File: src/rtl/ro_puf_pkg.sv
// Shared types and helpers for the ring-oscillator PUF measurement controller.
// Latency: n/a (declarations only). Backpressure: n/a.
// Contents: FSM state enum, default parameter values, one-hot decode helper.
package ro_puf_pkg;

  localparam int DEF_NUM_RO    = 32;
  localparam int DEF_CNT_W     = 16;
  localparam int DEF_WINDOW    = 1024;
  localparam int DEF_SETTLE    = 8;
  localparam int DEF_RESP_BITS = 8;

  // Upper bound on bank size the one-hot helper can decode (NUM_RO <= 256).
  localparam int MAX_SEL_W = 8;
  localparam int MAX_RO    = 1 << MAX_SEL_W;

  typedef enum logic [2:0] {
    S_IDLE,
    S_SETTLE,
    S_MEASURE,
    S_COMPARE,
    S_DONE
  } state_e;

  // Full-width decode; callers truncate to their bank size with a size cast.
  function automatic logic [MAX_RO-1:0] onehot(input logic [MAX_SEL_W-1:0] idx);
    logic [MAX_RO-1:0] v;
    v      = '0;
    v[idx] = 1'b1;
    return v;
  endfunction

endpackage

File: src/rtl/ro_edge_counter.sv
// Counts rising edges of one asynchronous RO signal in the clk domain, saturating.
// Latency: an input edge reaches the count 3 clk later (2-flop sync + edge flop).
// Backpressure: none; clr_i has priority over en_i.
// Ports: clk, rst_n (sync, active-low), ro_i (async), clr_i, en_i, cnt_o.
module ro_edge_counter #(
  parameter int CNT_W = 16
) (
  input  logic             clk,
  input  logic             rst_n,
  input  logic             ro_i,
  input  logic             clr_i,
  input  logic             en_i,
  output logic [CNT_W-1:0] cnt_o
);

  logic             sync1_q, sync2_q, prev_q;
  logic [CNT_W-1:0] cnt_q, cnt_d;
  logic             rise;

  assign rise  = sync2_q & ~prev_q;
  assign cnt_o = cnt_q;

  always_comb begin
    cnt_d = cnt_q;
    if (clr_i) begin
      cnt_d = '0;
    end else if (en_i && rise && (cnt_q != '1)) begin
      cnt_d = cnt_q + 1'b1;
    end
  end

  always_ff @(posedge clk) begin
    if (!rst_n) begin
      sync1_q <= 1'b0;
      sync2_q <= 1'b0;
      prev_q  <= 1'b0;
      cnt_q   <= '0;
    end else begin
      sync1_q <= ro_i;
      sync2_q <= sync1_q;
      prev_q  <= sync2_q;
      cnt_q   <= cnt_d;
    end
  end

endmodule

File: src/rtl/ro_puf_meas_ctrl.sv
// RO-PUF measurement controller: per response bit, enables one RO pair, counts
// edges of both banks over a fixed window and records a > b and a == b.
// Latency: start -> done = RESP_BITS*(SETTLE+WINDOW+1)+1 clk; start ignored unless idle.
// Ports: clk, rst_n, start, challenge in; ro_a/ro_b async RO banks in;
//        ro_en, busy, done, response, tie_mask, dbg_cnt_a, dbg_cnt_b out.
module ro_puf_meas_ctrl
  import ro_puf_pkg::*;
#(
  parameter int NUM_RO    = DEF_NUM_RO,
  parameter int SEL_W     = $clog2(NUM_RO),
  parameter int CNT_W     = DEF_CNT_W,
  parameter int WINDOW    = DEF_WINDOW,
  parameter int SETTLE    = DEF_SETTLE,
  parameter int RESP_BITS = DEF_RESP_BITS
) (
  input  logic                 clk,
  input  logic                 rst_n,
  input  logic                 start,
  input  logic [SEL_W-1:0]     challenge,
  input  logic [NUM_RO-1:0]    ro_a,
  input  logic [NUM_RO-1:0]    ro_b,
  output logic [NUM_RO-1:0]    ro_en,
  output logic                 busy,
  output logic                 done,
  output logic [RESP_BITS-1:0] response,
  output logic [RESP_BITS-1:0] tie_mask,
  output logic [CNT_W-1:0]     dbg_cnt_a,
  output logic [CNT_W-1:0]     dbg_cnt_b
);

  localparam int TMR_MAX = (WINDOW > SETTLE) ? WINDOW : SETTLE;
  localparam int TMR_W   = $clog2(TMR_MAX + 1);

  state_e               state_q, state_d;
  logic [SEL_W-1:0]     chal_q, k_q, idx;
  logic [TMR_W-1:0]     tmr_q;
  logic [RESP_BITS-1:0] resp_q, tie_q, bit_mask;
  logic [CNT_W-1:0]     dbg_a_q, dbg_b_q, cnt_a, cnt_b;
  logic [NUM_RO-1:0]    sel_oh;
  logic                 settle_end, window_end, last_bit, timing;

  // SEL_W-bit addition wraps the pair index modulo NUM_RO.
  assign idx        = chal_q + k_q;
  assign sel_oh     = NUM_RO'(onehot(MAX_SEL_W'(idx)));
  assign bit_mask   = RESP_BITS'(1) << k_q;
  assign settle_end = (tmr_q == TMR_W'(SETTLE - 1));
  assign window_end = (tmr_q == TMR_W'(WINDOW - 1));
  assign last_bit   = (k_q == SEL_W'(RESP_BITS - 1));
  assign timing     = (state_q == S_SETTLE) || (state_q == S_MEASURE);

  // FSM state register
  always_ff @(posedge clk) begin
    if (!rst_n) state_q <= S_IDLE;
    else        state_q <= state_d;
  end

  // FSM next state
  always_comb begin
    state_d = state_q;
    unique case (state_q)
      S_IDLE:    if (start) state_d = S_SETTLE;
      S_SETTLE:  if (settle_end) state_d = S_MEASURE;
      S_MEASURE: if (window_end) state_d = S_COMPARE;
      S_COMPARE: state_d = last_bit ? S_DONE : S_SETTLE;
      S_DONE:    state_d = S_IDLE;
      default:   state_d = S_IDLE;
    endcase
  end

  // FSM outputs: decoded from registered state only, so ro_* never reach an output.
  always_comb begin
    ro_en = timing ? sel_oh : '0;
    busy  = timing || (state_q == S_COMPARE);
    done  = (state_q == S_DONE);
  end

  // Both banks share ro_en, so the same one-hot picks the counted RO in each.
  // The synchronisers track the new pair during SETTLE; counters stay cleared there.
  ro_edge_counter #(.CNT_W(CNT_W)) u_cnt_a (
    .clk   (clk),
    .rst_n (rst_n),
    .ro_i  (|(ro_a & ro_en)),
    .clr_i (state_q == S_SETTLE),
    .en_i  (state_q == S_MEASURE),
    .cnt_o (cnt_a)
  );

  ro_edge_counter #(.CNT_W(CNT_W)) u_cnt_b (
    .clk   (clk),
    .rst_n (rst_n),
    .ro_i  (|(ro_b & ro_en)),
    .clr_i (state_q == S_SETTLE),
    .en_i  (state_q == S_MEASURE),
    .cnt_o (cnt_b)
  );

  // Datapath: phase timer, pair index, result assembly
  always_ff @(posedge clk) begin
    if (!rst_n) begin
      chal_q  <= '0;
      k_q     <= '0;
      tmr_q   <= '0;
      resp_q  <= '0;
      tie_q   <= '0;
      dbg_a_q <= '0;
      dbg_b_q <= '0;
    end else begin
      // Timer restarts on every state change so each phase counts from zero.
      if (timing && (state_d == state_q)) tmr_q <= tmr_q + 1'b1;
      else                                tmr_q <= '0;

      if ((state_q == S_IDLE) && start) begin
        chal_q <= challenge;
        k_q    <= '0;
        resp_q <= '0;
        tie_q  <= '0;
      end

      if (state_q == S_COMPARE) begin
        resp_q  <= resp_q | ((cnt_a > cnt_b) ? bit_mask : '0);
        tie_q   <= tie_q | ((cnt_a == cnt_b) ? bit_mask : '0);
        dbg_a_q <= cnt_a;
        dbg_b_q <= cnt_b;
        if (!last_bit) k_q <= k_q + 1'b1;
      end
    end
  end

  assign response  = resp_q;
  assign tie_mask  = tie_q;
  assign dbg_cnt_a = dbg_a_q;
  assign dbg_cnt_b = dbg_b_q;

endmodule

File: config.mk
export PLATFORM = sky130hd
export DESIGN_NAME = ro_puf_meas_ctrl
export DESIGN_NICKNAME = d
export VERILOG_FILES = /design/src/rtl/ro_puf_pkg.sv /design/src/rtl/ro_edge_counter.sv /design/src/rtl/ro_puf_meas_ctrl.sv
export SDC_FILE = /design/constraint.sdc
export NUM_CORES = 1
export LEC_CHECK = 0
export CAP_MARGIN = 20
export CORE_ASPECT_RATIO = 1.1
export CORE_MARGIN = 2
export CORE_UTILIZATION = 52
export CTS_BUF_LIST = sky130_fd_sc_hd__clkbuf_2
export CTS_CLUSTER_DIAMETER = 60
export DETAILED_ROUTE_END_ITERATION = 12
export PLACE_DENSITY = 0.89
export SYNTH_ARGS = -nofsm -noshare
export SYNTH_HDL_FRONTEND = slang
export SYNTH_HIERARCHICAL = 1
export SYNTH_SLANG_ARGS = --single-unit
export TNS_END_PERCENT = 10
File: constraint.sdc
create_clock -name clk -period 4.08 [get_ports clk]
set_clock_uncertainty 0.1 [all_clocks]
set_input_delay 1.224 -clock clk [delete_from_list [all_inputs] [get_ports clk]]
set_output_delay 1.224 -clock clk [all_outputs]
set_load 0.03 [all_outputs]
==> flow_metrics.tcl, run 1 <==
set metrics [dict create \
    utilization_pct 69.5 \
    grt_remaining_overflow 0 \
    slew_violations 0 \
    clkLatencyLatePin_ps 610 \
    vias_per_cell 6.00 \
    path_cells "ha_4 > fa_2 > nand3_4 > a21oi_4 > or2_4 > buf_12 > nor4_4 > buf_6" \
    die_y_um 119 \
    place.gp.congestion 0.910 \
    worstPathRequired_ps 2760 \
    dr.pass1.iters 6 \
    hold_buffers 0 \
    synth_area_per_cell_um2 8.08 \
    wire_per_inst_um 17.3 \
    drc 0 \
    fin_crit_ps 4090 \
    p_total_mw 1.78 \
    clkSlewWorstSetupHoldPaths_ps 300 \
    syn-num-nets 870 \
    yosys_warnings 6 \
    path_class "reg2out" \
    cts.sink_count 110 \
    vias 6496 \
    numCtsBuffers 9 \
    die_area_um2 12900 \
    dpl_worst_slack_ps 213 \
    nets 1022 \
    slowest_stage "fa_2" \
    fin_setup_tns_ps -5.71 \
    fmax_mhz 245 \
    rsz0062_at_grt "true" \
    stdcell_count 1083 \
    synth_cell_types 75 \
    grt_pass1_vias 5884 \
    fin_ws_ps -5.71 \
    synth_ff_type "dfxtp_1" \
    crit_fanout 5 \
    postSynthCellCount 773 \
    wirelength_um 18700 \
    fillers 928 \
    hold_violations 0 \
    ys_seq_elements 110 \
    dieWidth_um 109 \
    ys_seq_area_share_pct 35.2 \
    row_count 42 \
    setup_viol 1 \
    antenna_found_initial 0 \
    tightestPinTransition_ps 700 \
    drt_iter0_drc 550 \
    layout_common_cells "nand2_1 (125), clkdlybuf4s50_1 (121), dfxtp_1 (107), buf_4 (50), nor2_1 (49)" \
    status "finished, violations left" \
    syn2layout_area_growth_pct 32.2 \
    cp-start-kind "flip-flop" \
    leakagePower_nw 2.85 \
    io_pins 154 \
    dp_hpwl_um 13100 \
    min_period_over_period_pct 100 \
    slowest_delay_ps 430 \
    dp.cells 1058 \
    ant_nets 0 \
    hold_class "reg2reg" \
    slew_headroom_pct 53.0 \
    cts_tree "built" \
    antenna_cells 0 \
    clockBufferDepth 2 \
    maxCapViolCount 0 \
    synth-edff-count 0 \
    grt_pass1_wl_um 28800 \
    crit_path_end_kind "output port" \
    track_usage_pct 27.5 \
    grt_max_degree 57 \
    async_flop_share_pct 0 \
    start_util_pct 52.6 \
    power.density_nw_per_um2 216 \
    cts-root-buf "clkbuf_2" \
    io_buffers 153 \
    drive_above_1_share_pct 14.7 \
    crit_arrival_ps 2760 \
    cts-htree-levels 3 \
    vdd_drop_max_mv 0.160 \
    violations "setup timing" \
    core-area_um2 11900 \
    syn-cell-area_um2 6250 \
    final_common_cell "nand2_1" \
]
through the flow:
stage / cell area [um2] / hold WS [ps]
after floorplan: 6250 / 312
after global placement: 7870 / 316
after detailed placement: 7870 / 329
after CTS: 8000 / 367
after global routing: 8260 / 385
final: 8260 / 360
sequential cells by signal, indices dropped and copies added, names as in the netlist, 3 cells and up:
signal / count
dbg_cnt_a: 16
tie_mask: 8
k_q: 5
response: 8
chal_q: 5
tmr_q: 11
state_q: 3
u_cnt_b/cnt_o: 16
u_cnt_a/cnt_o: 16
dbg_cnt_b: 16
worst max-delay path: cells and delay by family, from the launching register on:
| kind | cells | cell delay [ps] |
|---|---|---|
| simple gates | 3 | 740 |
| fa+ha+maj | 2 | 590 |
| flops | 1 | 410 |
| buf+inv | 2 | 340 |
| compound gates | 1 | 80 |
cell type report:
cell class              count  area, um2  share of cell area [%]
flip-flops and latches    110       2210                    26.7
repair buffers            185       1760                    21.3
clock buffers               9       45.0                   0.546
inverters                  25       93.8                    1.14
clock inverters             6       37.5                   0.455
well taps                 154        193                    2.33
multi-input cells         594       3920                    47.5
routing by layer:
metal	GRT usage [%]	wire, um	up-vias
met5	0	0	-
met4	8.49	576	0
met3	4.49	1190	62
met2	43.6	8920	305
met1	38.2	8070	3031
li1	-	-	3098
worst paths after layout:
| check | from | end | slack [ps] | cells past startpoint |
|---|---|---|---|---|
| worst max-delay path | chal_q[0] | ro_en[10] | -6 | 8 |
| worst min-delay path | tmr_q[0] | tmr_q[0] | 360 | 1 |
| worst max register to register | chal_q[0] | u_cnt_a/sync1_q | 570 | 14 |
| worst min register to register | tmr_q[0] | tmr_q[0] | 360 | 1 |
where the power goes:
part | total [mW] | switching [mW] | leakage [nW] | internal (mW)
Clock | 0.437 | 0.362 | 0.0516 | 0.0748
Combinational | 0.254 | 0.128 | 1.91 | 0.126
Sequential | 1.09 | 0.00733 | 0.888 | 1.09
Total | 1.78 | 0.497 | 2.85 | 1.29
cell usage after synthesis (7+ instances only):
| cell | count | area [um2] |
|---|---|---|
| or3_1 | 9 | 56.3 |
| a21oi_1 | 28 | 140 |
| inv_1 | 25 | 93.8 |
| o211ai_1 | 7 | 52.6 |
| nand4_1 | 25 | 156 |
| o31ai_1 | 17 | 128 |
| clkbuf_1 | 33 | 124 |
| and3_1 | 9 | 56.3 |
| o21ai_0 | 22 | 110 |
| nor2_1 | 53 | 199 |
| a21boi_0 | 40 | 300 |
| nand2b_1 | 11 | 68.8 |
| nor4_1 | 13 | 81.3 |
| and2_1 | 8 | 50.1 |
| nor3_1 | 25 | 125 |
| nor2b_1 | 8 | 50.1 |
| nand2_1 | 125 | 469 |
| ha_1 | 24 | 300 |
| dfxtp_1 | 110 | 2200 |
| nand3_1 | 38 | 190 |
| or4_1 | 12 | 90.1 |
logic make-up after synthesis:
| logic type | synth area share [%] |
|---|---|
| compound gates | 18.2 |
| fa+ha+maj | 5.13 |
| mux | 1.88 |
| buf+inv | 4.95 |
| flops | 35.2 |
| simple gates | 32.4 |
| xor+xnor | 2.20 |
repair_timing:
action	4_1_cts	5_1_grt
pin swaps	0	7
endpoints found under the setup margin	25	32
gates cloned	0	1
resized for setup	22	51
setup buffers	1	8
No activity file was read; power rests on OpenSTA's default activity.
==> run 2: changes to the inputs <==
--- a/config.mk
+++ b/config.mk
@@ -5,6 +5,7 @@
 export SDC_FILE = /design/constraint.sdc
 export NUM_CORES = 1
 export LEC_CHECK = 0
+export ABC_AREA = 1
 export CAP_MARGIN = 20
 export CORE_ASPECT_RATIO = 1.1
 export CORE_MARGIN = 2
@@ -12,7 +13,7 @@
 export CTS_BUF_LIST = sky130_fd_sc_hd__clkbuf_2
 export CTS_CLUSTER_DIAMETER = 60
 export DETAILED_ROUTE_END_ITERATION = 12
-export PLACE_DENSITY = 0.89
+export PLACE_DENSITY = 0.88
 export SYNTH_ARGS = -nofsm -noshare
 export SYNTH_HDL_FRONTEND = slang
 export SYNTH_HIERARCHICAL = 1
==> run 2 against run 1 <==
The flow now finishes without violations. Via count is 5.3% higher. Clock power rose by 25%. Utilization down 2.2 points. Flip-flop and latch count is the same. Sequential power about the same.
==> flow_metrics.tcl, run 2 <==
set metrics [dict create \
    synthTopCellsByArea "dfxtp_1 (33%), nor2_1 (12%), nand2_1 (11%), nand4_1 (6.9%), inv_1 (5.4%)" \
    tightestPinTransition_ps 577 \
    reg2reg_slack_ps 1460 \
    grt_pass1_wl_um 28800 \
    die_y_um 122 \
    dp_hpwl_um 13500 \
    dieWidth_um 111 \
    cts.sink_count 110 \
    grt_max_degree 57 \
    layout_common_cells "nor2_1 (198), nand2_1 (192), clkdlybuf4s50_1 (120), dfxtp_1 (108), inv_1 (94)" \
    yosys-top-cells-count "nor2_1 (204), nand2_1 (197), dfxtp_1 (110), inv_1 (95), nand4_1 (73)" \
    vias_per_cell 5.30 \
    nets 1225 \
    syn-cell-area_um2 6600 \
    ys_seq_elements 110 \
    slew_violations 0 \
    core-area_um2 12500 \
    p_total_mw 1.92 \
    yosys_warnings 6 \
    ys_seq_area_share_pct 33.4 \
    antenna_found_initial 0 \
    place.gp.congestion 0.936 \
    cts-htree-levels 3 \
    grt_remaining_overflow 0 \
    io_pins 154 \
    drive_above_1_share_pct 14.0 \
    fin_ws_ps 169 \
    clkLatencyLatePin_ps 660 \
    fillers 1088 \
    stdcell_count 1290 \
    holdWs_ps 347 \
    crit_path_start "k_q[0]" \
    fin_area_um2 8400 \
    hold_buffers 0 \
    path_depth 7 \
    hold_class "reg2reg" \
    wire_per_inst_um 13.9 \
    vdd_drop_max_mv 0.173 \
    synth_ff_type "dfxtp_1" \
    numCtsBuffers 9 \
    fmax_mhz 256 \
    path_cells "ha_4 > fa_2 > xor2_4 > buf_6 > nand2_2 > nor2_1 > buf_4" \
    syn2layout_area_growth_pct 27.4 \
    setup_viol 0 \
    reg2reg_from "k_q[0]" \
    maxCapViolCount 0 \
    power.density_nw_per_um2 229 \
    vias 6843 \
    crit_buf_inv 2 \
    r2r-end "u_cnt_a/sync1_q" \
    cp-start-kind "flip-flop" \
    start_util_pct 52.8 \
    status "finished clean" \
    grt_pass1_vias 6066 \
    cts-root-buf "clkbuf_2" \
    hold_violations 0 \
    dpl_worst_slack_ps 307 \
    drc 0 \
    fin_setup_tns_ps 0 \
    track_usage_pct 25.8 \
    critPathCapture "ro_en[5]" \
    syn-num-nets 1072 \
    synth_cell_types 39 \
    async_flop_share_pct 0 \
    synth_area_per_cell_um2 6.76 \
    slowest_delay_ps 460 \
    postSynthCellCount 975 \
    ant_nets 0 \
    synth_top_area_cell "dfxtp_1" \
    leakagePower_nw 3.61 \
    crit_arrival_ps 2590 \
    fin_crit_ps 3910 \
    clockBufferDepth 2 \
    slowest_stage "fa_2" \
    antenna_cells 0 \
    yosys.cell_count.top_type "nor2_1" \
    placed_area_um2 8190 \
    wirelength_um 18000 \
    cts_tree "built" \
    drt_iter0_drc 645 \
    row_count 43 \
    min_period_over_period_pct 95.9 \
    crit_fanout 36 \
    clkSlewWorstSetupHoldPaths_ps 280 \
    cp_top_family "adder cells" \
    synth_top_area_share_pct 33.4 \
    path_class "reg2out" \
    dr.pass1.iters 5 \
    synth-edff-count 0 \
    crit_path_end_kind "output port" \
    dp.cells 1270 \
    io_buffers 153 \
    die_area_um2 13600 \
    worst-r2r-cell-count 18 \
    worstPathRequired_ps 2760 \
    slew_headroom_pct 61.5 \
    final_common_cell "nor2_1" \
    rsz0062_at_grt "false" \
    utilization_pct 67.3 \
]
==> run 2: tightest hold or removal path: cells and delay by family, from the launching register on <==
| family | cells | cell delay [ps] |
|---|---|---|
| buffers and inverters | 1 | 30 |
| DFF | 1 | 380 |
| and+or+nand+nor | 1 | 50 |
==> run 2: how the worst min path moves through the flow <==
stage                    startpoint               to  slack, ps  depth (start not counted)
detailed placement  u_cnt_a/sync1_q  u_cnt_a/sync2_q        310                          2
finish              u_cnt_a/sync2_q   u_cnt_a/prev_q        350                          2
global placement    u_cnt_a/sync1_q  u_cnt_a/sync2_q        300                          2
floorplan           u_cnt_a/sync1_q  u_cnt_a/sync2_q        290                          2
CTS                 u_cnt_a/sync2_q   u_cnt_a/prev_q        350                          2
global route        u_cnt_a/sync1_q  u_cnt_a/sync2_q        360                          2
==> run 2: per-layer routing <==
layer | part of all wire [%] | vias to the layer above | track usage [%]
met3 | 6.6 | 55 | 5.37
met5 | 0 | - | 0
met4 | 3.5 | 0 | 9.72
met2 | 49 | 247 | 46.8
met1 | 41 | 3051 | 30.0
li1 | - | 3490 | -
==> run 2: kinds of logic (layout without fill, tap and decap cells) <==
family	count (synthesis)	in the layout	share of synthesized area (%)
AO/OA/AOI/OAI	107	107	8.94
XOR/XNOR	13	13	2.01
adder cells (fa/ha/maj)	25	25	4.86
buffers and inverters	130	288	8.84
flip-flops	110	110	33.4
AND/OR/NAND/NOR	590	590	42.0
==> run 2: power by group <==
| group | switching [mW] | internal [mW] |
|---|---|---|
| Combinational | 0.160 | 0.121 |
| Sequential | 0.00661 | 1.09 |
| Clock | 0.391 | 0.155 |
| Total | 0.558 | 1.37 |
==> run 2: cell type report <==
class	instances	area (um2)	area share [%]
well taps	157	196	2.34
repair buffers	173	1600	19.0
inverters	99	372	4.42
clock buffers	9	45.0	0.536
multi-input cells	735	3890	46.3
clock inverters	7	90.1	1.07
flip-flops and latches	110	2200	26.2
==> run 2: repair_timing <==
item                                    in CTS  in global routing
setup buffers                                0                  4
gates cloned                                 0                  0
pin swaps                                    0                  8
resized for setup                           36                 65
endpoints found under the setup margin      32                 32
==> run 3: changes to the inputs <==
--- a/config.mk
+++ b/config.mk
@@ -9,11 +9,11 @@
 export CAP_MARGIN = 20
 export CORE_ASPECT_RATIO = 1.1
 export CORE_MARGIN = 2
-export CORE_UTILIZATION = 52
+export CORE_UTILIZATION = 47
 export CTS_BUF_LIST = sky130_fd_sc_hd__clkbuf_2
 export CTS_CLUSTER_DIAMETER = 60
 export DETAILED_ROUTE_END_ITERATION = 12
-export PLACE_DENSITY = 0.88
+export PLACE_DENSITY = 0.84
 export SYNTH_ARGS = -nofsm -noshare
 export SYNTH_HDL_FRONTEND = slang
 export SYNTH_HIERARCHICAL = 1
==> constraint.sdc (replaced) <==
create_clock -name clk -period 3.4 [get_ports clk]
set_clock_uncertainty 0.1 [all_clocks]
set_input_delay 1.02 -clock clk [delete_from_list [all_inputs] [get_ports clk]]
set_output_delay 1.02 -clock clk [all_outputs]
set_load 0.03 [all_outputs]
==> run 3 against run 2 <==
Largest cell class unchanged. The run now ends with setup timing left. Global-route usage is 2.1 points lower. Clock power is 5.9% higher. Sequential share of layout area is 0.31 points lower. Hold slack worse by 5.5 ps. Routed wire length is 3.3% higher. Via count is 0.16% higher. Cell area is 1.3% higher. Clock-buffer cell count stayed put. Die area is 10% higher. First-iteration DRC count is 45% lower. Worst setup slack worse by 440 ps. Sequential power is 20% higher.
==> flow_metrics.tcl, run 3 (synthesis results as in run 2) <==
set metrics [dict create \
    status "finished, violations left" \
    violations "setup timing" \
    io_pins 154 \
    core-area_um2 13700 \
    min_period_over_period_pct 108 \
    hold_class "reg2reg" \
    die_y_um 128 \
    antenna_found_initial 0 \
    dieWidth_um 117 \
    fin_ws_ps -266 \
    power.density_nw_per_um2 263 \
    crit_buf_inv 3 \
    clkLatencyLatePin_ps 630 \
    wire_per_inst_um 14.1 \
    crit_arrival_ps 2550 \
    slowest_stage "dfxtp_2" \
    tightestPinTransition_ps 897 \
    fin_crit_ps 3670 \
    place.gp.congestion 0.905 \
    clockBufferDepth 2 \
    cp_top_family "adder cells" \
    slowest_delay_ps 440 \
    crit_fanout 8 \
    grt_pass1_vias 6240 \
    slew_headroom_pct 40.0 \
    clkSlewWorstSetupHoldPaths_ps 300 \
    vias 6854 \
    cp-start-kind "flip-flop" \
    setup_viol 32 \
    track_usage_pct 23.7 \
    placed_area_um2 8190 \
    path_class "reg2out" \
    drive_above_1_share_pct 15.7 \
    start_util_pct 48.0 \
    path_cells "ha_4 > fa_2 > inv_2 > nand2_4 > nor2_4 > clkinvlp_4 > nor2_1 > buf_4" \
    hold_buffers 0 \
    holdWs_ps 342 \
    nets 1225 \
    cts-htree-levels 3 \
    cts-root-buf "clkbuf_2" \
    ant_nets 0 \
    maxCapViolCount 0 \
    worstPathRequired_ps 2280 \
    leakagePower_nw 3.60 \
    syn2layout_area_growth_pct 29.0 \
    antenna_cells 0 \
    drc 0 \
    dr.pass1.iters 7 \
    p_total_mw 2.24 \
    vias_per_cell 5.19 \
    dp_hpwl_um 13800 \
    fin_area_um2 8510 \
    drt_iter0_drc 357 \
    grt_max_degree 57 \
    slew_violations 0 \
    final_common_cell "nor2_1" \
    numCtsBuffers 9 \
    rsz0062_at_grt "true" \
    hold_violations 0 \
    crit_path_end_kind "output port" \
    die_area_um2 15000 \
    vdd_drop_max_mv 0.190 \
    fmax_mhz 273 \
    grt_pass1_wl_um 28700 \
    io_buffers 153 \
    cts_tree "built" \
    grt_remaining_overflow 0 \
    row_count 45 \
    layout_common_cells "nor2_1 (193), nand2_1 (186), clkdlybuf4s50_1 (120), dfxtp_1 (106), inv_1 (89)" \
    cts.sink_count 110 \
    wirelength_um 18600 \
]
==> run 3: final timing paths <==
path,start,to,slack [ps],depth (start not counted)
setup reg to reg,u_cnt_b/cnt_o[8],tie_mask[6],840,7
setup / recovery,k_q[0],ro_en[28],-270,8
hold reg to reg,u_cnt_a/sync1_q,u_cnt_a/sync2_q,340,2
hold / removal,u_cnt_a/sync1_q,u_cnt_a/sync2_q,340,2
==> run 3: report_power, final <==
| part | internal, mW | switching [mW] |
|---|---|---|
| Clock | 0.117 | 0.462 |
| Sequential | 1.31 | 0.00889 |
| Combinational | 0.144 | 0.197 |
| Total | 1.57 | 0.669 |
==> run 3: worst min-delay path, cell delays in order, from the launching register on <==
cell and delay, ps:
dfxtp_1 370, nand2_1 50, inv_1 30
==> run 3: timing repair <==
action	in CTS	in global routing
pin swaps	13	15
endpoints found under the setup margin	32	32
resized for setup	28	32
setup buffers	1	2
==> run 3: metal layers <==
metal | vias up | GRT usage, % | part of all wire (%)
li1 | 3489 | - | -
met1 | 3127 | 26.6 | 41
met2 | 205 | 44.3 | 51
met3 | 33 | 3.45 | 5.8
met4 | 0 | 9.13 | 2.3
met5 | - | 0 | 0
==> run 3: final cells by class <==
| class | instances | area, um2 |
|---|---|---|
| Inverter | 99 | 378 |
| Clock buffer | 9 | 45.0 |
| Sequential cell | 110 | 2210 |
| Clock inverter | 7 | 63.8 |
| Multi-Input combinational cell | 735 | 3940 |
| Timing Repair Buffer | 173 | 1640 |
| Tap cell | 188 | 235 |
| Fill cell | 1286 | 5230 |
==> run 3: metrics by stage <==
stage | setup TNS, ps | cells | worst slack [ps] | util (%)
global placement | 0 | 1302 | 368 | 59.6
detailed placement | 0 | 1302 | 300 | 59.6
global route | -10060 | 1321 | -365 | 61.9
finish | -6110 | 1321 | -266 | 61.9
floorplan | 0 | 975 | 17.2 | -
CTS | -6660 | 1319 | -237 | 61.1
==> edit 1, RTL diff (settings of run 1) <==
`DEF_RESP_BITS`: 8 -> 7.
--- a/src/rtl/ro_puf_pkg.sv
+++ b/src/rtl/ro_puf_pkg.sv
@@ -8,5 +8,5 @@
   localparam int DEF_WINDOW    = 1024;
   localparam int DEF_SETTLE    = 8;
-  localparam int DEF_RESP_BITS = 8;
+  localparam int DEF_RESP_BITS = 7;
 
   // Upper bound on bank size the one-hot helper can decode (NUM_RO <= 256).
Interface: changed (resized response and tie_mask); port bits go from 154 to 152. No check against the original RTL was run, so the function may have changed too.
==> edit 1 against run 1 <==
  * Setup slack improved by 0.053 ns
  * Area after synthesis fell by 2.1%
  * Sequential cell count shrank 2
  * Design area decreased by 2.0%
  * Via count fell by 3.5%
  * Power grew 4.0%
  * Fmax is 1.3% higher
  * Critical path type unchanged
  * Wire length decreased by 8.6%
  * Critical endpoint is now ro_en[3]
==> edit 1: results (changes against run 1) <==
| Metric | Value |
|---|---|
| Outcome | `finished clean` |
| Placed instance area | `7720 um^2 (-1.9%)` |
| Signal buf overhead | `0.2063 (-0.007056)` |
| Clk_lat worst skew | `0.59 ns (-0.02 ns)` |
| Post-layout util | `0.7041 (+0.008834)` |
| Hold wc startpoint | `dbg_cnt_b[11]` |
| DRT Pass-1 Iters | `5 (-1)` |
| Synth top cells by count | `nand2_1 (128), dfxtp_1 (108), nor2_1 (79)` |
| Multi-input logic cell count | `599 (+0.84%)` |
| Clock Pin Slew Worst Setup and Hold Paths | `0.26 ns (-0.04 ns)` |
| CP arrival | `2.71 ns (-0.05 ns)` |
| RR Endpoint | `u_cnt_b/sync1_q` |
| Multi-input logic area | `3839 um^2 (-2.1%)` |
| Peak supply drop | `0.1434 mV (-10%)` |
| Initial drt markers | `439 (-20%)` |
| Final std cells w/o fill | `1075 (-0.74%)` |
| Largest net degree at the start of global routing | `38 (-33%)` |
| Routability cong. | `0.9484 (+4.2%)` |
| Pre-CTS setup slack | `0.2742 ns (+0.06153 ns)` |
| Buffers on Ports | `151 (-1.3%)` |
| R2R cell count | `12 (-2)` |
| Hold path endpoint | `dbg_cnt_b[11]` |
| Cells after Synth | `771 (-0.26%)` |
| Vias in the first global route | `5889 (+0.085%)` |
| Family with the most delay on the worst path | `adder cells` |
| Slew @ Worst Pin | `0.8515 ns (+0.1519 ns)` |
| Reg2Reg Setup Slack | `0.68 ns (+0.11 ns)` |
| Hold path cells | `2 (+1)` |
| # nets final | `1019 (-0.29%)` |
| Logic inverters | `26 (+4.0%)` |
| Hold_ws | `0.3702 ns (+0.009745 ns)` |
| Fraction of area in registers | `0.2685 (+0.001319)` |
| Syn nets | `869 (-0.11%)` |
| Seq cells post-synth | `108 (-1.8%)` |
| Fillers | `914 (-1.5%)` |
| Sequential area share after synthesis | `0.3534 (+0.0009530)` |
| Clk tree area frac | `0.01547 (+0.005464)` |
| Post-synthesis cell type count | `71 (-5.3%)` |
| First-pass GRT wire length | `27.23 mm (-5.6%)` |
| Final HPWL DP | `12.80 mm (-2.3%)` |
| Detailed Route WL | `17.13 mm (-8.6%)` |
| P_leak | `2.897 nW (+1.8%)` |
| Core Footprint | `11490 um^2 (-3.2%)` |
| Critical path peak fanout | `6 (+1)` |
[edit 1: repair_timing]
action	CTS	global route
hold buffers	0	0
gates resized for setup	20	41
setup buffers	0	8
pin swaps	0	7
endpoints found under the setup margin	30	31
[edit 1: kinds of logic after synthesis]
| family | Yosys count | synth area share |
|---|---|---|
| multiplexers | 21 | 0.04786 |
| flip-flops | 108 | 0.3534 |
| AND/OR/NAND/NOR | 368 | 0.3017 |
| adder cells (fa/ha/maj) | 26 | 0.05441 |
| AO/OA/AOI/OAI | 166 | 0.1671 |
| buffers and inverters | 64 | 0.04602 |
| XOR/XNOR | 18 | 0.02946 |
[edit 1: routing by layer]
metal	global-route usage	up-vias	share of wire
li1	-	3040	-
met1	0.3053	2909	0.39
met2	0.4747	269	0.51
met3	0.03710	48	0.061
met4	0.1154	0	0.035
met5	0	-	0
[edit 1: how the worst max path moves through the flow]
stage,from,depth (start not counted),end
5_1_grt,k_q[0],7,ro_en[13]
3_3_place_gp,k_q[1],7,ro_en[1]
4_1_cts,chal_q[0],8,ro_en[30]
2_1_floorplan,k_q[0],8,ro_en[28]
6_report,chal_q[0],8,ro_en[3]
3_5_place_dp,k_q[1],7,ro_en[1]
[edit 1: worst reg2reg max path: cells and delay by family, from the launching register on]
family | cells | cell delay (ns)
AND/OR/NAND/NOR | 3 | 0.87
adder cells (fa/ha/maj) | 2 | 0.64
flip-flops | 1 | 0.39
AO/OA/AOI/OAI | 3 | 0.35
XOR/XNOR | 1 | 0.35
multiplexers | 1 | 0.34
buffers and inverters | 2 | 0.31
[edit 1: power breakdown]
group | switching [W] | leakage [nW] | internal (W) | total [W]
clock network | 0.000333 | 0.0728 | 0.000194 | 0.000527
logic | 0.000123 | 1.95 | 0.000134 | 0.000257
registers | 0.00000782 | 0.874 | 0.00107 | 0.00107
==> edit 2, RTL diff (flow settings as in run 1) <==
Made on the original files. Register the output `ro_en`; this adds one clock of latency there. The other outputs are not delayed to match.
--- a/src/rtl/ro_puf_meas_ctrl.sv
+++ b/src/rtl/ro_puf_meas_ctrl.sv
@@ -31,4 +31,6 @@
   localparam int TMR_MAX = (WINDOW > SETTLE) ? WINDOW : SETTLE;
   localparam int TMR_W   = $clog2(TMR_MAX + 1);
+
+  logic [NUM_RO-1:0] ro_en_d;
 
   state_e               state_q, state_d;
@@ -70,5 +72,5 @@
   // FSM outputs: decoded from registered state only, so ro_* never reach an output.
   always_comb begin
-    ro_en = timing ? sel_oh : '0;
+    ro_en_d = timing ? sel_oh : '0;
     busy  = timing || (state_q == S_COMPARE);
     done  = (state_q == S_DONE);
@@ -80,5 +82,5 @@
     .clk   (clk),
     .rst_n (rst_n),
-    .ro_i  (|(ro_a & ro_en)),
+    .ro_i  (|(ro_a & ro_en_d)),
     .clr_i (state_q == S_SETTLE),
     .en_i  (state_q == S_MEASURE),
@@ -89,5 +91,5 @@
     .clk   (clk),
     .rst_n (rst_n),
-    .ro_i  (|(ro_b & ro_en)),
+    .ro_i  (|(ro_b & ro_en_d)),
     .clr_i (state_q == S_SETTLE),
     .en_i  (state_q == S_MEASURE),
@@ -132,4 +134,8 @@
   assign dbg_cnt_b = dbg_b_q;
 
+  always_ff @(posedge clk) begin
+    ro_en <= ro_en_d;
+  end
+
 endmodule
 
Formal check against the unedited RTL: not equivalent (Yosys sat finds a counterexample within 4 cycles, from zero or initial values and one cycle with rst_n low).
==> edit 2 against run 1 <==
  * Setup slack better by 0.39 ns
  * Wire length up 2.5%
  * Register-to-register slack better by 0.27 ns
  * Power up 34%
  * Global-route usage down 1.5 points
  * Synthesized cell count up 7.9%
  * Sequential cell count up 32
  * Design area up 8.2%
  * Largest power group unchanged
  * Worst hold slack better by 0.0078 ns
  * Area after synthesis up 14%
==> edit 2: results (changes against run 1) <==
| Metric | Value |
|---|---|
| Outcome | `finished clean` |
| Clk_lat worst skew | `0.73 ns (+0.12 ns)` |
| Max Root-Sink Buffers | `2 (unchanged)` |
| Pre-CTS setup slack | `0.8364 ns (+0.6237 ns)` |
| Post-Synth XOR/XNOR Area | `0.03333 (+0.01130)` |
| Vias/cell | `5.703 (-4.9%)` |
| Clk sinks | `142 (+29%)` |
| Initial antenna violation count | `0 (unchanged)` |
| Multi-input combinational area share | `0.4417 (-0.03309)` |
| # nets final | `1072 (+4.9%)` |
| Multi-input logic cell count | `623 (+4.9%)` |
| Share of layout cells above drive strength 1 | `0.08198 (-0.06549)` |
| Synth top cells by count | `dfxtp_1 (142), nand2_1 (126), nor2_1 (67)` |
| Root buf cell | `clkbuf_2` |
| All-layer global routing usage | `0.2601 (-0.01471)` |
| Initial drt markers | `550 (unchanged)` |
| Syn nets | `931 (+7.0%)` |
| Routability cong. | `0.9280 (+2.0%)` |
| Routed wire per std cell | `16.40 um (-5.3%)` |
| Clock Pin Slew Worst Setup and Hold Paths | `0.21 ns (-0.09 ns)` |
| Signal buf overhead | `0.1792 (-0.03412)` |
| Setup CP Type | `register to output port` |
| Synth top area cells | `dfxtp_1 (40%), nand2_1 (6.7%), a21boi_0 (4.2%)` |
| Max FFs per register | `32` |
| Synth Area in Compound Gates | `0.1797 (-0.002168)` |
| Mux share of post-synthesis cell area | `0.01305 (-0.005778)` |
| Adder-Cell Fraction of Synth Area | `0.04514 (-0.006130)` |
| Critical path peak fanout | `10 (+5)` |
| Post-synth ARST share | `0 (unchanged)` |
| First-pass GRT wire length | `30.18 mm (+4.7%)` |
| Post-CTS setup buffers | `0 (-1)` |
| Clk tree area frac | `0.02339 (+0.01338)` |
| Fillers | `1085 (+17%)` |
| Slew @ Worst Pin | `0.7357 ns (+0.03617 ns)` |
| Hold wc startpoint | `tmr_q[0]` |
| # diodes | `0 (unchanged)` |
| Post-synthesis cell type count | `74 (-1.3%)` |
| HP Class | `register to register` |
| Largest reg by FF count | `ro_en` |
| Num CTS Buffers | `17 (+8)` |
| Resized cells post-CTS | `0 (-100%)` |
| Leading cell kind | `multi-input combinational cells` |
| Fraction of area in registers | `0.3182 (+0.05100)` |
| Switching part of the total | `0.2752 (-0.003402)` |
| P_leak | `3.124 nW (+9.8%)` |
| Final HPWL DP | `14.14 mm (+7.9%)` |
| DRT Pass-1 Iters | `7 (+1)` |
| Largest net degree at the start of global routing | `35 (-39%)` |
| Non-CTS buffers | `163 (-12%)` |
| FF-to-FF Start | `k_q[0]` |
| CP arrival | `2.37 ns (-0.39 ns)` |
| Logic inverters | `28 (+12%)` |
| Final slew viol count | `0 (unchanged)` |
| H-tree Lvls | `4 (+1)` |
| Sequential area share after synthesis | `0.4006 (+0.04814)` |
| Peak supply drop | `0.2043 mV (+28%)` |
| Critical path origin | `state_q[1]` |
| Vias in the first global route | `6358 (+8.1%)` |
edit 2: path summary, 6_finish.rpt:
kind	slack (ns)	cells after the start	end
min reg2reg	0.37	1	tmr_q[0]
max	0.38	3	busy
min	0.37	1	tmr_q[0]
max reg2reg	0.84	9	u_cnt_b/sync1_q
edit 2: logic make-up (layout without fill, tap and decap cells):
logic type / count (synthesis) / count (layout)
and+or+nand+nor: 389 / 389
AOI/OAI and AO/OA: 179 / 179
DFF: 142 / 142
buffers and inverters: 69 / 223
adders and majority gates: 25 / 25
xor gates and xnor gates: 21 / 21
muxes: 9 / 9
edit 2: metrics by stage:
stage / cell area [um^2] / hold slack (ns) / cells
6_report: 8935 / 0.3683 / 1172
5_1_grt: 8935 / 0.3939 / 1172
4_1_cts: 8935 / 0.3713 / 1172
3_5_place_dp: 8726 / 0.3401 / 1140
3_3_place_gp: 8726 / 0.3301 / 1140
2_1_floorplan: 7096 / 0.3118 / 834
edit 2: routing by layer:
metal  global-route usage  wire length (um)  vias to the layer above  part of all wire
li1                     -                 -                     3236                 -
met1               0.2900              7676                     3119              0.40
met2               0.4558              9514                      271              0.50
met3              0.06211              1302                       58             0.068
met4               0.1332               727                        0             0.038
met5                    0                 0                        -                 0
edit 2: power by group through the flow:
stage	clock network, W	logic, W	registers (W)
floorplan	0	0.000126	0.00144
global placement	0	0.000239	0.00144
detailed placement	0	0.000240	0.00144
CTS	0.000763	0.000242	0.00141
global route	0.000820	0.000261	0.00141
finish	0.000742	0.000243	0.00141
edit 2: critical path: stages (launching register included):
cell	delay (ns)
dfxtp_1	0.69
nor2_1	0.14
nor2_1	0.12
clkdlybuf4s50_1	0.70
